===== src/rtl/ahb_slave_mem8.sv =====
// 8-bit AHB-Lite memory slave: programmable wait states, read-after-write forwarding.
// Define SLAVE_MEM_ERR_RESP_EN to return a two-cycle ERROR for HADDR >= MEM_DEPTH.
module ahb_slave_mem8 #(
  parameter int unsigned ADDR_WIDTH  = 8,
  parameter int unsigned MEM_DEPTH   = 64,
  parameter int unsigned WAIT_CYCLES = 1
) (
  input  logic                  clk,
  input  logic                  rst_n,
  input  logic                  HSEL,
  input  logic [ADDR_WIDTH-1:0] HADDR,
  input  logic [1:0]            HTRANS,
  input  logic                  HWRITE,
  input  logic [7:0]            HWDATA,
  input  logic                  HREADY,
  output logic [7:0]            HRDATA,
  output logic                  HREADYOUT,
  output logic                  HRESP
);

  localparam int unsigned IDX_W = $clog2(MEM_DEPTH);

  typedef enum logic [2:0] {ST_IDLE, ST_WAIT, ST_DATA, ST_ERR1, ST_ERR2} state_t;

  state_t           state, state_n;
  logic [3:0]       wcnt, wcnt_n;
  logic [IDX_W-1:0] lat_idx, rd_idx;
  logic             lat_write;
  logic             lat_err;
  logic             addr_err;
  logic             ready_int;
  logic             addr_valid;
  logic             wr_commit;
  logic             rd_load;
  logic [7:0]       rd_data;
  logic [7:0]       mem [MEM_DEPTH];
  logic             unused_bits;

  assign ready_int  = (state != ST_WAIT) && (state != ST_ERR1);
  assign addr_valid = ready_int & HSEL & HTRANS[1] & HREADY;
  assign HREADYOUT  = ready_int;
  assign unused_bits = ^{HTRANS[0], HADDR};

`ifdef SLAVE_MEM_ERR_RESP_EN
  assign addr_err = ({1'b0, HADDR} >= (ADDR_WIDTH + 1)'(MEM_DEPTH));
  assign HRESP    = (state == ST_ERR1) || (state == ST_ERR2);

  always_ff @(posedge clk) begin
    if (!rst_n) begin
      lat_err <= 1'b0;
    end else if (addr_valid) begin
      lat_err <= addr_err;
    end
  end
`else
  assign addr_err = 1'b0;
  assign lat_err  = 1'b0;
  assign HRESP    = 1'b0;
`endif

  // A read entering DATA straight from an address phase uses the live HADDR;
  // after wait states it uses the latched index. A write completing in the
  // same cycle to the same index is forwarded so the read never sees stale data.
  assign rd_idx    = (state == ST_WAIT) ? lat_idx : HADDR[IDX_W-1:0];
  assign wr_commit = (state == ST_DATA) && lat_write;
  assign rd_data   = (wr_commit && (lat_idx == rd_idx)) ? HWDATA : mem[rd_idx];

  always_comb begin
    state_n = state;
    wcnt_n  = wcnt;
    rd_load = 1'b0;
    unique case (state)
      ST_IDLE, ST_DATA, ST_ERR2: begin
        if (addr_valid) begin
          if (WAIT_CYCLES > 0) begin
            state_n = ST_WAIT;
            wcnt_n  = 4'(WAIT_CYCLES - 1);
          end else if (addr_err) begin
            state_n = ST_ERR1;
          end else begin
            state_n = ST_DATA;
            rd_load = !HWRITE;
          end
        end else begin
          state_n = ST_IDLE;
        end
      end
      ST_WAIT: begin
        if (wcnt == '0) begin
          if (lat_err) begin
            state_n = ST_ERR1;
          end else begin
            state_n = ST_DATA;
            rd_load = !lat_write;
          end
        end else begin
          wcnt_n = wcnt - 4'd1;
        end
      end
      ST_ERR1: state_n = ST_ERR2;
      default: state_n = ST_IDLE;
    endcase
  end

  always_ff @(posedge clk) begin
    if (!rst_n) begin
      state     <= ST_IDLE;
      wcnt      <= '0;
      lat_idx   <= '0;
      lat_write <= 1'b0;
      HRDATA    <= '0;
    end else begin
      state <= state_n;
      wcnt  <= wcnt_n;
      if (addr_valid) begin
        lat_idx   <= HADDR[IDX_W-1:0];
        lat_write <= HWRITE;
      end
      if (rd_load) begin
        HRDATA <= rd_data;
      end
    end
  end

  always_ff @(posedge clk) begin
    if (rst_n && wr_commit) begin
      mem[lat_idx] <= HWDATA;
    end
  end

endmodule


===== config.mk =====
export PLATFORM = sky130hd
export DESIGN_NAME = ahb_slave_mem8
export DESIGN_NICKNAME = d
export VERILOG_FILES = /design/src/rtl/ahb_slave_mem8.sv
export SDC_FILE = /design/constraint.sdc
export NUM_CORES = 1
export LEC_CHECK = 0
export BUFFER_PORTS_ARGS = -buffer_cell sky130_fd_sc_hd__buf_2
export CORE_ASPECT_RATIO = 1.4
export CORE_MARGIN = 2
export CORE_UTILIZATION = 56
export CTS_CLUSTER_DIAMETER = 60
export DETAILED_ROUTE_END_ITERATION = 8
export PLACE_DENSITY = 0.77
export SYNTH_ARGS = -nofsm -noshare
export SYNTH_HDL_FRONTEND = slang
export SYNTH_SLANG_ARGS = --single-unit

===== constraint.sdc =====
create_clock -name clk -period 2.78 [get_ports clk]
set_clock_uncertainty 0.2 [all_clocks]
set_input_delay 0.556 -clock clk [delete_from_list [all_inputs] [get_ports clk]]
set_output_delay 0.556 -clock clk [all_outputs]
set_load 0.05 [all_outputs]

==> results by group <==
Run status
  – Status: complete, but fails checks
  – Failing checks: setup timing

Timing
  – Min cycle time layout: 2.90 ns
  – Max_slew headroom: 0.355
  – Final setup viols: 8
  – Final period utilization: 1.04
  – Fin worst setup slack: -0.117 ns
  – Max Clk Rate: 0.345 GHz
  – RSZ-0062 raised after global routing: yes
  – Hold Vio Cnt, Final: 0
  – Worst Max-Slew Pin Slew: 0.968 ns
  – Hold slack final: 0.0684 ns
  – Slew Limit Fails: 0

Yosys
  – Synth warnings: 0
  – Syn nets: 1,547
  – Post-synthesis cell type count: 57
  – Dominant cell type by area after synthesis: edfxtp_1
  – Synth Register Bits: 534
  – Syn_area_per_cell: ~14 sq um
  – Asr flop ratio synth: 0
  – Synth top area share: 0.717
  – Sequential area share after synthesis: 0.737
  – Synthesized area: 21,500 sq um
  – Synth top area cells: edfxtp_1 (72%), mux2i_1 (6.4%), nand2_1 (5.8%)
  – Gate Count Post-Synth: between 1,500 and 2,000
  – Main synth FF type: edfxtp_1
  – EDFF count, synth: 512

Global route
  – Largest net degree at the start of global routing: between 70 and 80
  – All-Layer GR Usage: 0.263
  – First-pass GRT wire length: approximately 80 mm
  – Remaining global-route overflow: 0
  – Antenna violations before repair: 3
  – Vias in the first global route: 13,600

Power and ir drop
  – Peak supply drop: 0.000497 V
  – Cell area power density: 645 nW/um^2
  – Pleak: roughly 9 nW
  – Logic pwr share: 0.079
  – Clock power frac: 0.382
  – Sw Ratio: 0.216
  – Int Pwr: 12.8 mW
  – NetSw: 3.54 mW
  – Seq pwr share: 0.539

Setup path
  – CP Launch Type: flip-flop
  – Slowest cell delay on critical path: 0.39 ns
  – Crit-path cells: or3b_4 -> buf_8 -> a21oi_4 -> buf_12 -> buf_12 -> buf_6 -> buf_6 -> mux2i_1 -> mux2i_1 -> o211ai_1 -> o211a_1
  – CP arrival: 3.21 ns
  – CP Data Required Time: 3.10 ns
  – Worst-path fanout max: 8
  – WS Path Type: flip-flop to flip-flop
  – Slowest-stage cell, CP: or3b_4
  – Setup crit end kind: flip-flop

Route
  – Via density: 6.12
  – DR vias: 13,600
  – Post-route ant nets: 0
  – WL/cell: 23.6 um
  – Remaining DRCs: 0
  – Pre-Repair DR Iteration Count: 6
  – Initial DRC Count: 1,501
  – Total wire length: 52.2 mm

Finish
  – Layout area overhead: 18.5%
  – Non-filler cells in the finished layout: 2,217
  – Final Core Density: 0.675
  – Nets: approximately 1,700
  – Commonest cells after routing, fill and taps aside: edfxtp_1 (512), nand2_1 (331), buf_4 (147), nand3_1 (129), mux2i_1 (129)
  – Area occupied by multi-input gates: 5460 sq um
  – Register area: about 16,000 sq um
  – Commonest non-fill, non-tap cell in the layout: edfxtp_1
  – # fillers: 2,400
  – Share of post-route cells with drive strength above 1: 0.200

Run
  – Max cap viols: 0

Hold path
  – HP Class: primary input to flip-flop

CTS
  – Worst skew pair latency: 0.57 ns
  – CTS sink count: 534
  – H-tree depth: 2
  – CTS tree: yes
  – Clock transition at path regs: 0.06 ns
  – CTS root buffer: clkbuf_16
  – CTS buffer count: 47
  – Clock buffer depth: 3

Placement
  – Placed Cells incl. Taps: 2,113
  – Port buffer count: 28
  – Final GP Congestion: 0.877
  – DP Wirelength: 32.0 mm

Floorplanning
  – Die Y: 236 um
  – Die Width: 169 um
  – # IOs: 33
  – # rows: 84
  – Initial Util: 0.570
  – Die area: approximately 40,000 sq um
  – Core Region: 37,600 sq um
[critical path: cells and delay by family (launching register included)]
family | cells | cell delay, ns
buffers and inverters | 5 | 0.74
DFF | 1 | 0.33
AOI/OAI and AO/OA | 3 | 0.70
and+or+nand+nor | 1 | 0.39
muxes | 2 | 0.47
[state kept, by name, summed over array words and instances, names as in the netlist]
name,cells
state,3
HRDATA,8
lat_idx,6
mem,512
wcnt,4
lat_write,1
[metrics by stage]
stage	TNS (ns)	power [mW]	cell area (sq um)	setup WS (ns)
after floorplan	0	9.62	21500	0.168
after global placement	-1.07	10.1	23300	-0.189
after detailed placement	-1.46	10.1	23300	-0.297
after CTS	-0.406	16.4	25300	-0.104
after global routing	-1.06	16.8	25400	-0.173
final	-0.525	16.4	25400	-0.117
[cell families (layout without fill, tap and decap cells)]
logic type      after synthesis  in the layout  share of synthesized area
xor+xnor                      3              3                    0.00122
other cells                   1              2                   0.000175
fa+ha+maj                     2              2                    0.00117
simple gates                605            605                      0.122
mux                         148            148                     0.0730
compound gates              141            142                     0.0423
flops                       534            534                      0.737
buf+inv                      88            308                     0.0229
[cell type report]
cell class | instances | area share
Multi-Input combinational cell | 901 | 0.215
Timing Repair Buffer | 220 | 0.0810
Clock inverter | 18 | 0.00650
Clock buffer | 68 | 0.0514
Inverter | 2 | 0.000295
Tap cell | 473 | 0.0233
Antenna cell | 1 | 0.0000985
Sequential cell | 534 | 0.622
[cell usage after synthesis, types with 3 or more instances]
cell,count
edfxtp_1,512
o21ai_0,8
buf_2,25
nor4_1,17
buf_4,16
mux4_2,4
a22oi_1,7
nand3b_1,3
o211ai_1,7
a32oi_1,15
mux2i_1,137
o211a_1,7
nand2_1,332
nor2_1,74
o22ai_1,15
a21oi_1,63
buf_6,9
nand2b_1,5
dfxtp_1,22
mux2i_2,3
nor2b_1,15
nor3_1,16
a41oi_1,7
xnor2_1,3
clkbuf_1,34
nand3_1,129
[power by group through the flow]
stage          Sequential [mW]  Combinational (mW)  Clock [mW]
4_1_cts                   8.83                1.26        6.32
3_3_place_gp              9.00                1.10           0
6_report                  8.83                1.29        6.27
2_1_floorplan             9.02               0.597           0
5_1_grt                   8.83                1.36        6.62
3_5_place_dp              9.00                1.13           0
[per-layer routing]
metal	track usage	vias up	wire (um)
met5	0	-	34
met4	0.149	4	3100
met3	0.0462	161	3810
met2	0.463	675	27200
met1	0.302	6710	18100
li1	-	6013	-
[path summary, 6_finish.rpt]
check                                      startpoint                      to  slack [ns]  depth (start not counted)
worst max-delay path            state[1]$_SDFFE_PN0P_  HRDATA[1]$_SDFFE_PN0P_       -0.12                         11
worst min-delay path                            rst_n   state[2]$_SDFFE_PN0P_        0.07                          3
worst max register to register  state[1]$_SDFFE_PN0P_  HRDATA[1]$_SDFFE_PN0P_       -0.12                         11
worst min register to register   wcnt[1]$_SDFFE_PN0P_    wcnt[1]$_SDFFE_PN0P_        0.34                          2
[timing repair]
action / CTS / global route
buffers inserted: 12 / 3
pin swaps: 23 / 23
gates resized for setup: 48 / 26
gates cloned: 4 / 0
hold buffers: 0 / 0
setup endpoints to repair: 8 / 8
Power figures use the tool's default switching activity.
